## src/rtl/hazard_ctrl.sv

```systemverilog
// hazard_ctrl: pipeline stall/flush/forward control with memory wait-state FSM and timeout; perf counters under HAZARD_PERF_EN
module hazard_ctrl #(
    parameter int MEM_TIMEOUT = 255
) (
    input  logic        clk,
    input  logic        reset,
    input  logic [3:0]  Ra1D,
    input  logic [3:0]  Ra2D,
    input  logic [3:0]  Ra1E,
    input  logic [3:0]  Ra2E,
    input  logic [3:0]  WA3E,
    input  logic [3:0]  WA3M,
    input  logic [3:0]  WA3W,
    input  logic        RegWriteE,
    input  logic        RegWriteM,
    input  logic        RegWriteW,
    input  logic        MemtoRegE,
    input  logic        PCSrcD,
    input  logic        PCSrcE,
    input  logic        PCSrcM,
    input  logic        PCSrcW,
    input  logic        BranchTakenE,
    input  logic        MemReqM,
    input  logic        MemReadyM,
    output logic [1:0]  ForwardAE,
    output logic [1:0]  ForwardBE,
    output logic        StallF,
    output logic        StallD,
    output logic        StallE,
    output logic        StallM,
    output logic        FlushD,
    output logic        FlushE,
    output logic        FlushW,
    output logic        MemErr,
    output logic [31:0] StallCnt,
    output logic [31:0] FlushCnt
);
    localparam int CW = $clog2(MEM_TIMEOUT + 1);

    typedef enum logic [1:0] {IDLE, WAIT, ERR} state_t;

    state_t        state, state_n;
    logic [CW-1:0] cnt, cnt_n;
    logic          ldr_stall, pc_pend, mem_stall, mem_err;

    function automatic logic [1:0] fwd(input logic [3:0] ra, input logic wm, input logic [3:0] am,
                                       input logic ww, input logic [3:0] aw);
        return (ra == 4'hF) ? 2'b00 : (wm && am == ra) ? 2'b10 : (ww && aw == ra) ? 2'b01 : 2'b00;
    endfunction

    assign ldr_stall = MemtoRegE && RegWriteE && (Ra1D == WA3E || Ra2D == WA3E);
    assign pc_pend   = PCSrcD || PCSrcE || PCSrcM;
    assign mem_stall = (state == IDLE && MemReqM && !MemReadyM) || (state == WAIT && !MemReadyM) || state == ERR;

    assign ForwardAE = reset ? 2'b00 : fwd(Ra1E, RegWriteM, WA3M, RegWriteW, WA3W);
    assign ForwardBE = reset ? 2'b00 : fwd(Ra2E, RegWriteM, WA3M, RegWriteW, WA3W);

    // memory stall freezes the pipe and defers branch/PC flushes to the release cycle
    assign StallF = !reset && (mem_stall || ldr_stall || pc_pend);
    assign StallD = !reset && (mem_stall || ldr_stall);
    assign StallE = !reset && mem_stall;
    assign StallM = !reset && mem_stall;
    assign FlushD = !reset && !mem_stall && (pc_pend || PCSrcW || BranchTakenE);
    assign FlushE = !reset && !mem_stall && (ldr_stall || BranchTakenE);
    assign FlushW = !reset && mem_stall;
    assign MemErr = mem_err;

    always_comb begin
        state_n = state;
        cnt_n   = cnt;
        if (state == IDLE && MemReqM && !MemReadyM) begin
            state_n = WAIT;
            cnt_n   = CW'(1);
        end else if (state == WAIT) begin
            state_n = MemReadyM ? IDLE : (cnt == CW'(MEM_TIMEOUT)) ? ERR : WAIT;
            cnt_n   = MemReadyM ? '0 : (cnt == CW'(MEM_TIMEOUT)) ? cnt : cnt + CW'(1);
        end
    end

    always_ff @(posedge clk or posedge reset) begin
        if (reset) begin
            state   <= IDLE;
            cnt     <= '0;
            mem_err <= 1'b0;
        end else begin
            state   <= state_n;
            cnt     <= cnt_n;
            mem_err <= mem_err || state_n == ERR;
        end
    end

`ifdef HAZARD_PERF_EN
    logic [31:0] stall_cnt, flush_cnt;

    always_ff @(posedge clk or posedge reset) begin
        if (reset) begin
            stall_cnt <= '0;
            flush_cnt <= '0;
        end else if (state != ERR) begin
            stall_cnt <= stall_cnt + 32'(StallF);
            flush_cnt <= flush_cnt + 32'(FlushD || FlushE || FlushW);
        end
    end

    assign StallCnt = stall_cnt;
    assign FlushCnt = flush_cnt;
`else
    assign StallCnt = '0;
    assign FlushCnt = '0;
`endif
endmodule

```

## config.mk

```make
export PLATFORM = sky130hd
export DESIGN_NAME = hazard_ctrl
export DESIGN_NICKNAME = d
export VERILOG_FILES = /design/src/rtl/hazard_ctrl.sv
export SDC_FILE = /design/constraint.sdc
export NUM_CORES = 1
export LEC_CHECK = 0
export BUFFER_PORTS_ARGS = -buffer_cell sky130_fd_sc_hd__buf_2
export CORE_MARGIN = 2
export CORE_UTILIZATION = 40
export CTS_CLUSTER_DIAMETER = 120
export DETAILED_ROUTE_END_ITERATION = 16
export MAX_ROUTING_LAYER = met4
export PLACE_DENSITY = 0.81
export SLEW_MARGIN = 30
export SYNTH_ARGS = -nofsm -noshare
export SYNTH_HDL_FRONTEND = slang
export SYNTH_SLANG_ARGS = --single-unit
```

## constraint.sdc

```tcl
create_clock -name clk -period 1.8 [get_ports clk]
set_clock_uncertainty 0.05 [all_clocks]
set_input_delay 0.36 -clock clk [delete_from_list [all_inputs] [get_ports clk]]
set_output_delay 0.36 -clock clk [all_outputs]
set_load 0.02 [all_outputs]
```

==> report_table.html, run 1 <==
<table>
<tr><th>Metric</th><th>Value</th></tr>
<tr><th colspan="2">Clocking</th></tr>
<tr><td>Clk Latency, worst-skew pair</td><td>0.23 ns</td></tr>
<tr><td>CTS Root Buffer Type</td><td>sky130_fd_sc_hd__clkbuf_8</td></tr>
<tr><td>Sinks on Clock Net</td><td>11</td></tr>
<tr><td>TritonCTS clock tree</td><td>built</td></tr>
<tr><td>Inserted Clock Buffers</td><td>3</td></tr>
<tr><td>Post-cts hold buffer count</td><td>0</td></tr>
<tr><td>Number of H-tree branching levels</td><td>1</td></tr>
<tr><td>Buffer levels on the longest clock path</td><td>2</td></tr>
<tr><td>Post-CTS clock slew at the launch and capture registers of the worst setup and hold paths</td><td>0.05 ns</td></tr>
<tr><th colspan="2">Worst setup path</th></tr>
<tr><td>Worst Setup SP</td><td>Ra1D[2]</td></tr>
<tr><td>CP startpoint kind</td><td>input pin</td></tr>
<tr><td>Worst endpoint data arrival time</td><td>about 1.4 ns</td></tr>
<tr><td>Longest individual stage delay on the worst path</td><td>approximately 0.28 ns</td></tr>
<tr><td>Critical-path top delay cell</td><td>sky130_fd_sc_hd__nor4_2</td></tr>
<tr><td>Worst endpoint required time</td><td>1.39 ns</td></tr>
<tr><td>Terminus of the critical flop-to-flop path</td><td>cnt[1]</td></tr>
<tr><td>Cell-by-cell trace of the critical path</td><td>buf_6 &gt; xor2_2 &gt; nor4_2 &gt; o211ai_1 &gt; a31oi_1 &gt; buf_4</td></tr>
<tr><td>R2r startpoint</td><td>state[0]</td></tr>
<tr><td>Timing endpoint of the critical path</td><td>StallF</td></tr>
<tr><td>Endpoint type of the worst setup path</td><td>primary output</td></tr>
<tr><td>R2R Setup Slk</td><td>approximately 0.17 ns</td></tr>
<tr><td>Biggest fanout along the worst timing path</td><td>3</td></tr>
<tr><td>Start-to-end type of the worst setup path</td><td>in2out</td></tr>
<tr><td>FF-to-FF path depth</td><td>6</td></tr>
<tr><th colspan="2">Global routing</th></tr>
<tr><td>Total overflow reported by the global router</td><td>0</td></tr>
<tr><td>Global-route wire length before repair</td><td>between 5 and 6 mm</td></tr>
<tr><td>Number of antenna violations at the first check in global routing</td><td>0</td></tr>
<tr><td>Via count of the first global-routing pass</td><td>1218</td></tr>
<tr><td>Total track usage</td><td>between 15 and 20%</td></tr>
<tr><td>Largest net degree at the start of global routing</td><td>15</td></tr>
<tr><th colspan="2">Floorplan</th></tr>
<tr><td>Floorplan die width</td><td>approximately 65 µm</td></tr>
<tr><td>Die Footprint</td><td>4240 µm²</td></tr>
<tr><td>Area of the placeable core</td><td>3630 µm²</td></tr>
<tr><td>Effective utilization at floorplan</td><td>~40%</td></tr>
<tr><td>Ports placed on the boundary</td><td>about 120</td></tr>
<tr><td>Die H</td><td>around 65 µm</td></tr>
<tr><td>Row count</td><td>22</td></tr>
<tr><th colspan="2">Route</th></tr>
<tr><td>Wire per inst</td><td>roughly 11 µm</td></tr>
<tr><td>Avg Vias per Cell</td><td>~4.4</td></tr>
<tr><td>Vias after detailed routing</td><td>between 1000 and 1500</td></tr>
<tr><td>Drt total wl</td><td>between 3 and 4 mm</td></tr>
<tr><td>Iteration-0 DRC Markers</td><td>25</td></tr>
<tr><td>Initial DRT Pass Iterations</td><td>4</td></tr>
<tr><td>Post-detailed-route count of antenna-violating nets</td><td>0</td></tr>
<tr><td>Remaining design rule violation count</td><td>0</td></tr>
<tr><th colspan="2">STA</th></tr>
<tr><td>Number of slew-limit violations in the final report</td><td>0</td></tr>
<tr><td>Peak Freq</td><td>~550 MHz</td></tr>
<tr><td>Setup repair after global routing missed its margin</td><td>yes</td></tr>
<tr><td>Setup Viol. Count Final</td><td>3</td></tr>
<tr><td>Minimum clock period after layout</td><td>~1.8 ns</td></tr>
<tr><td>Final worst-path setup slack</td><td>-0.0330 ns</td></tr>
<tr><td>Min Hold Slack</td><td>around 0.15 ns</td></tr>
<tr><td>Share of the clock period used by the worst path after layout</td><td>102%</td></tr>
<tr><td>Final hold vios</td><td>0</td></tr>
<tr><th colspan="2">Synthesis</th></tr>
<tr><td>Share of the yosys chip area belonging to registers</td><td>18.4%</td></tr>
<tr><td>Post-synth top area share</td><td>around 34%</td></tr>
<tr><td>Number of enable flip-flop cells after synthesis</td><td>0</td></tr>
<tr><td>Top post-synthesis cells by count</td><td>sky130_fd_sc_hd__buf_4, sky130_fd_sc_hd__xor2_1, sky130_fd_sc_hd__a21oi_1, sky130_fd_sc_hd__dfrtp_1, sky130_fd_sc_hd__o21ai_0</td></tr>
<tr><td>Netlist area before placement</td><td>1490 µm²</td></tr>
<tr><td>Number of distinct library cells after synthesis</td><td>35</td></tr>
<tr><td>Flops &amp; latches, synth</td><td>11</td></tr>
<tr><td>Top cells by area in the synthesized netlist</td><td>sky130_fd_sc_hd__buf_4, sky130_fd_sc_hd__dfrtp_1, sky130_fd_sc_hd__xor2_1, sky130_fd_sc_hd__a21oi_1, sky130_fd_sc_hd__o21ai_0</td></tr>
<tr><td>Synth Area per Inst</td><td>roughly 7.8 µm²</td></tr>
<tr><td>Post-synthesis instance total</td><td>192</td></tr>
<tr><td>Cell with the most instances after synthesis</td><td>sky130_fd_sc_hd__buf_4</td></tr>
<tr><td>Async S/R FF share, synth</td><td>100%</td></tr>
<tr><td>Main flop type after synthesis</td><td>sky130_fd_sc_hd__dfrtp_1</td></tr>
<tr><td>Number of synthesis warnings</td><td>0</td></tr>
<tr><td>Cell type contributing the most total cell area after synthesis</td><td>sky130_fd_sc_hd__buf_4</td></tr>
<tr><th colspan="2">Job</th></tr>
<tr><td>Max-cap violation count</td><td>0</td></tr>
<tr><th colspan="2">Worst hold path</th></tr>
<tr><td>Type of the worst min-delay path</td><td>in2async</td></tr>
<tr><th colspan="2">Cells and area</th></tr>
<tr><td>Antenna Cells</td><td>0</td></tr>
<tr><td>Area growth from synthesis to layout</td><td>13.8%</td></tr>
<tr><td>Final layout net count</td><td>between 200 and 300</td></tr>
<tr><td>Layout cell share with drive strength beyond 1</td><td>between 20% and 30%</td></tr>
<tr><td>FILL cells</td><td>between 300 and 400</td></tr>
<tr><td>Summed area of non-filler cells in the final layout</td><td>1700 µm²</td></tr>
<tr><th colspan="2">Pwr</th></tr>
<tr><td>Worst IR drop on VDD</td><td>0.000326 V</td></tr>
<tr><td>Leakage power</td><td>0.920 nW</td></tr>
<tr><td>Total power density per cell area</td><td>~460 nW/µm²</td></tr>
<tr><th colspan="2">Placed design</th></tr>
<tr><td>DP HPWL</td><td>2.57 mm</td></tr>
<tr><td>Area post-placement</td><td>~1600 µm²</td></tr>
<tr><td>Count of buffers from port buffering</td><td>52</td></tr>
<tr><td>Final RePlAce weighted congestion</td><td>0.849</td></tr>
<tr><th colspan="2">Outcome</th></tr>
<tr><td>Result of the run</td><td>finished, violations left</td></tr>
<tr><td>Violated checks</td><td>negative setup slack</td></tr>
</table>
==> timing repair <==
item,4_1_cts,5_1_grt
pin swaps,3,3
setup endpoints to repair,7,7
gates resized for setup,5,14
setup buffers,0,1
cloned,0,0
==> critical path: cells and delay by family <==
family	cells	cell delay [ns]
buf+inv	2	0.27
xor+xnor	1	0.17
simple gates	1	0.28
compound gates	2	0.35
==> per-stage QoR <==
| stage | TNS, ns | total power (W) | setup WS [ns] | utilization [%] | cells |
|---|---|---|---|---|---|
| floorplan | -0.105 | 0.000543 | -0.0525 | - | 255 |
| global placement | -0.0847 | 0.000517 | -0.0365 | 43.3 | 291 |
| detailed placement | -0.168 | 0.000521 | -0.0712 | 43.3 | 291 |
| CTS | -0.154 | 0.000775 | -0.0560 | 44.9 | 295 |
| global route | -0.460 | 0.000831 | -0.144 | 46.8 | 296 |
| finish | -0.0924 | 0.000778 | -0.0330 | 46.8 | 296 |
==> report_power, final <==
group	leakage, nW	switching (W)	internal [W]	total [W]
logic	0.770	0.000206	0.0000806	0.000286
clock network	0.0228	0.0000888	0.000155	0.000244
registers	0.127	0	0.000248	0.000248
total	0.920	0.000294	0.000484	0.000778
==> state kept, by name, summed over array words and instances, names as in the netlist <==
name and count:
MemErr 1, cnt 8, state 2
==> worst min-delay path by stage <==
stage            from  slack [ns]  cells after the start       end
6_report        reset        0.15                      3    cnt[5]
5_1_grt         reset        0.16                      3  state[0]
4_1_cts         reset        0.15                      3    cnt[5]
3_5_place_dp    reset        0.40                      3    cnt[5]
3_3_place_gp   MemErr        0.39                      1    MemErr
2_1_floorplan   reset        0.19                      1    MemErr
==> kinds of logic (layout without fill, tap and decap cells) <==
group | after synthesis | after routing | synth area share [%]
buffers and inverters | 77 | 70 | 36.3
AND/OR/NAND/NOR | 41 | 41 | 14.7
AO/OA/AOI/OAI | 39 | 39 | 16.7
XOR/XNOR | 22 | 22 | 12.9
flip-flops | 11 | 11 | 18.4
adder cells (fa/ha/maj) | 1 | 1 | 0.837
other | 1 | 64 | 0.251
==> cell usage in the layout, fill, tap and decap left out, types with 3 or more instances in the layout <==
master / instances
sky130_fd_sc_hd__xor2_1: 19
sky130_fd_sc_hd__nor3_1: 4
sky130_fd_sc_hd__clkbuf_8: 3
sky130_fd_sc_hd__o21ai_0: 10
sky130_fd_sc_hd__a21oi_1: 13
sky130_fd_sc_hd__nand2_1: 3
sky130_fd_sc_hd__buf_6: 3
sky130_fd_sc_hd__dfrtp_1: 10
sky130_fd_sc_hd__buf_4: 9
sky130_fd_sc_hd__o31ai_1: 3
sky130_fd_sc_hd__nand3_1: 9
sky130_fd_sc_hd__conb_1: 64
sky130_fd_sc_hd__buf_2: 45
sky130_fd_sc_hd__nor2_1: 6
sky130_fd_sc_hd__inv_1: 9
sky130_fd_sc_hd__and3_1: 4
==> routing by layer <==
layer	vias up	global-route usage [%]	routed length, µm
met5	-	-	0
met1	590	16.0	1160
met2	71	28.6	1670
met4	0	3.39	21
met3	4	3.25	260
li1	632	-	-
==> layout make-up <==
class	count	area [µm²]	area share, %
clock buffers	4	45.0	2.65
inverters	9	33.8	1.99
multi-input cells	167	958	56.4
flip-flops and latches	11	277	16.3
well taps	48	60.1	3.53
repair buffers	57	327	19.2
No activity file was read; power rests on OpenSTA's default activity.
==> run 2, diff against run 1 <==
- BUFFER_PORTS_ARGS: -buffer_cell sky130_fd_sc_hd__buf_2 -> unset
- CORE_UTILIZATION: 40 -> 45
- DONT_BUFFER_PORTS: unset -> 1
- PLACE_DENSITY: 0.81 -> unset
- SETUP_SLACK_MARGIN: unset -> 0.15
==> run 2 against run 1 <==
The run still ends with negative setup slack left. Clock-buffer cell count stayed put. Flip-flop and latch count stayed put. Sequential power hardly changed. Combinational power is 26% lower. Cell area is 14% lower. Critical path depth is 1 lower. Hold slack worse by 0.017 ns. Setup slack better by 0.0038 ns. Via count is 15% lower. Non-clock buffer count is 46 lower. Global-route usage is 1.5 points lower. Critical endpoint unchanged.
==> report_table.html, run 2 (synthesis gave the netlist of run 1 again) <==
<table>
<tr><th>Metric</th><th>Value</th></tr>
<tr><th colspan="2">Outcome</th></tr>
<tr><td>Result of the run</td><td>finished, violations left</td></tr>
<tr><td>Violated checks</td><td>negative setup slack</td></tr>
<tr><th colspan="2">Placed design</th></tr>
<tr><td>Final RePlAce weighted congestion</td><td>a little under 0.8</td></tr>
<tr><td>Count of buffers from port buffering</td><td>0</td></tr>
<tr><td>DP HPWL</td><td>around 2.1 mm</td></tr>
<tr><td>Area post-placement</td><td>1360 µm²</td></tr>
<tr><th colspan="2">Floorplan</th></tr>
<tr><td>Area of the placeable core</td><td>about 3100 µm²</td></tr>
<tr><td>Ports placed on the boundary</td><td>roughly 120</td></tr>
<tr><td>Effective utilization at floorplan</td><td>a little under 50%</td></tr>
<tr><td>Die Footprint</td><td>3800 µm²</td></tr>
<tr><td>Floorplan die width</td><td>~60 µm</td></tr>
<tr><td>Row count</td><td>20</td></tr>
<tr><td>Die H</td><td>61.6 µm</td></tr>
<tr><th colspan="2">Route</th></tr>
<tr><td>Initial DRT Pass Iterations</td><td>4</td></tr>
<tr><td>Post-detailed-route count of antenna-violating nets</td><td>0</td></tr>
<tr><td>Avg Vias per Cell</td><td>4.46</td></tr>
<tr><td>Remaining design rule violation count</td><td>0</td></tr>
<tr><td>Drt total wl</td><td>between 2 and 3 mm</td></tr>
<tr><td>Vias after detailed routing</td><td>1096</td></tr>
<tr><td>Wire per inst</td><td>10.4 µm</td></tr>
<tr><td>Iteration-0 DRC Markers</td><td>30</td></tr>
<tr><th colspan="2">Clocking</th></tr>
<tr><td>Sinks on Clock Net</td><td>11</td></tr>
<tr><td>Inserted Clock Buffers</td><td>3</td></tr>
<tr><td>Post-CTS clock slew at the launch and capture registers of the worst setup and hold paths</td><td>~0.07 ns</td></tr>
<tr><td>Number of H-tree branching levels</td><td>1</td></tr>
<tr><td>Clk Latency, worst-skew pair</td><td>approximately 0.27 ns</td></tr>
<tr><td>Buffer levels on the longest clock path</td><td>2</td></tr>
<tr><td>CTS Root Buffer Type</td><td>sky130_fd_sc_hd__clkbuf_4</td></tr>
<tr><td>TritonCTS clock tree</td><td>built</td></tr>
<tr><th colspan="2">STA</th></tr>
<tr><td>Normalized max-slew margin</td><td>approximately two thirds</td></tr>
<tr><td>Setup repair after global routing missed its margin</td><td>yes</td></tr>
<tr><td>Final hold vios</td><td>0</td></tr>
<tr><td>Setup Viol. Count Final</td><td>3</td></tr>
<tr><td>Final worst-path setup slack</td><td>-0.0293 ns</td></tr>
<tr><td>Minimum clock period after layout</td><td>1.83 ns</td></tr>
<tr><td>Min Hold Slack</td><td>~0.13 ns</td></tr>
<tr><td>Worst-Margin Slew</td><td>roughly 0.5 ns</td></tr>
<tr><td>Peak Freq</td><td>about 550 MHz</td></tr>
<tr><td>Number of slew-limit violations in the final report</td><td>0</td></tr>
<tr><td>Share of the clock period used by the worst path after layout</td><td>102%</td></tr>
<tr><th colspan="2">Worst setup path</th></tr>
<tr><td>CP startpoint kind</td><td>flop</td></tr>
<tr><td>R2R Setup Slk</td><td>~0.27 ns</td></tr>
<tr><td>Worst endpoint data arrival time</td><td>1.42 ns</td></tr>
<tr><td>Critical-path top delay cell</td><td>sky130_fd_sc_hd__dfrtp_1</td></tr>
<tr><td>Biggest fanout along the worst timing path</td><td>3</td></tr>
<tr><td>Start-to-end type of the worst setup path</td><td>reg2out</td></tr>
<tr><td>Worst endpoint required time</td><td>around 1.4 ns</td></tr>
<tr><td>Terminus of the critical flop-to-flop path</td><td>cnt[0]</td></tr>
<tr><td>Critical Path Most Common Cell</td><td>sky130_fd_sc_hd__buf_4</td></tr>
<tr><td>Longest individual stage delay on the worst path</td><td>between 0.4 and 0.5 ns</td></tr>
<tr><td>R2r startpoint</td><td>cnt[0]</td></tr>
<tr><td>Endpoint type of the worst setup path</td><td>primary output</td></tr>
<tr><td>Cell-by-cell trace of the critical path</td><td>o21ba_4 &gt; o21ai_4 &gt; buf_4 &gt; a31oi_1 &gt; buf_4</td></tr>
<tr><td>FF-to-FF path depth</td><td>5</td></tr>
<tr><th colspan="2">Worst hold path</th></tr>
<tr><td>Hold-critical path endpoint</td><td>cnt[0]</td></tr>
<tr><td>Worst Hold Depth</td><td>1</td></tr>
<tr><td>Hold Crit Start</td><td>MemReadyM</td></tr>
<tr><td>Type of the worst min-delay path</td><td>in2reg</td></tr>
<tr><th colspan="2">Cells and area</th></tr>
<tr><td>Final layout net count</td><td>around 250</td></tr>
<tr><td>Antenna Cells</td><td>0</td></tr>
<tr><td>Area growth from synthesis to layout</td><td>-2.68%</td></tr>
<tr><td>Summed area of non-filler cells in the final layout</td><td>approximately 1500 µm²</td></tr>
<tr><td>Layout cell share with drive strength beyond 1</td><td>approximately an eighth</td></tr>
<tr><td>Number of flip-flops under the largest register name</td><td>8</td></tr>
<tr><td>Most common cell after layout, fill and taps aside</td><td>sky130_fd_sc_hd__conb_1</td></tr>
<tr><td>Register containing the most flip-flops in the final layout</td><td>cnt</td></tr>
<tr><td>Commonest cells after routing, fill and taps aside</td><td>sky130_fd_sc_hd__conb_1, sky130_fd_sc_hd__xor2_1, sky130_fd_sc_hd__dfrtp_1, sky130_fd_sc_hd__a21oi_1, sky130_fd_sc_hd__o21ai_0</td></tr>
<tr><th colspan="2">Pwr</th></tr>
<tr><td>Total power density per cell area</td><td>about 430 nW/µm²</td></tr>
<tr><td>Leakage power</td><td>0.709 nW</td></tr>
<tr><td>Power consumption</td><td>approximately 0.00063 W</td></tr>
<tr><td>Worst IR drop on VDD</td><td>0.000278 V</td></tr>
<tr><th colspan="2">Global routing</th></tr>
<tr><td>Via count of the first global-routing pass</td><td>between 800 and 900</td></tr>
<tr><td>Number of antenna violations at the first check in global routing</td><td>0</td></tr>
<tr><td>Total track usage</td><td>between 10% and 20%</td></tr>
<tr><td>Total overflow reported by the global router</td><td>0</td></tr>
<tr><td>Largest net degree at the start of global routing</td><td>12</td></tr>
<tr><td>Global-route wire length before repair</td><td>~3.8 mm</td></tr>
<tr><th colspan="2">Job</th></tr>
<tr><td>Max-cap violation count</td><td>0</td></tr>
</table>
run 2: cell types whose count changed in the layout (fill, tap and decap cells not counted), moves of 2 or more:
cell	previous run	this run
sky130_fd_sc_hd__a21oi_2	0	3
sky130_fd_sc_hd__clkbuf_8	3	0
sky130_fd_sc_hd__nand2_2	2	0
sky130_fd_sc_hd__a21oi_1	13	10
sky130_fd_sc_hd__buf_2	45	0
sky130_fd_sc_hd__clkbuf_4	0	3
run 2: layout make-up:
class | instances | area (µm²)
multi-input combinational | 167 | 966
timing repair buffer | 11 | 92.6
sequential | 11 | 277
fill | 313 | 1650
clock buffer | 4 | 26.3
tap | 44 | 55.1
inverter | 9 | 37.5
run 2: how the worst max path moves through the flow:
| stage | startpoint | to | slack (ns) |
|---|---|---|---|
| global route | state[0] | StallF | -0.1 |
| finish | state[0] | StallF | -0.03 |
| floorplan | WA3E[1] | StallF | 0.07 |
| global placement | WA3E[1] | StallF | 0.11 |
| CTS | state[0] | StallF | -0.05 |
| detailed placement | WA3E[1] | StallF | 0.1 |
run 2: where the power goes:
group | switching (W) | total, W | internal (W)
clock | 0.0000851 | 0.000171 | 0.0000859
combinational | 0.000166 | 0.000211 | 0.0000453
sequential | 0 | 0.000247 | 0.000247
run 2: metrics by stage:
| step | setup slack [ns] | instances | setup TNS [ns] | utilization (%) |
|---|---|---|---|---|
| after detailed placement | 0.0997 | 240 | 0 | 43.8 |
| after global placement | 0.113 | 240 | 0 | 43.8 |
| after global routing | -0.0971 | 246 | -0.537 | 46.9 |
| after floorplan | 0.0673 | 255 | 0 | - |
| final | -0.0293 | 246 | -0.0434 | 46.9 |
| after CTS | -0.0536 | 246 | -0.157 | 46.3 |
run 2: per-layer routing:
metal  vias to the layer above  global-route usage [%]  part of all wire [%]  routed length, µm
met5                         -                       -                     0                  0
met4                         0                    3.95                  0.94                 24
met3                         2                    4.62                    11                293
met2                        71                    19.5                    45               1150
met1                       480                    18.1                    43               1100
li1                        543                       -                     -                  -
run 2: worst max-delay path: cells and delay by family (launching register included):
kind                   cells  cell delay [ns]
AOI/OAI and AO/OA          3             0.43
buffers and inverters      2             0.31
DFF                        1             0.41
run 2: timing repair:
| item | in CTS | in global routing |
|---|---|---|
| setup endpoints to repair | 7 | 8 |
| setup buffers | 1 | 0 |
| hold buffers | 1 | 0 |
| pin swaps | 2 | 0 |
| hold endpoints to repair | 11 | 0 |
| resized for setup | 7 | 5 |
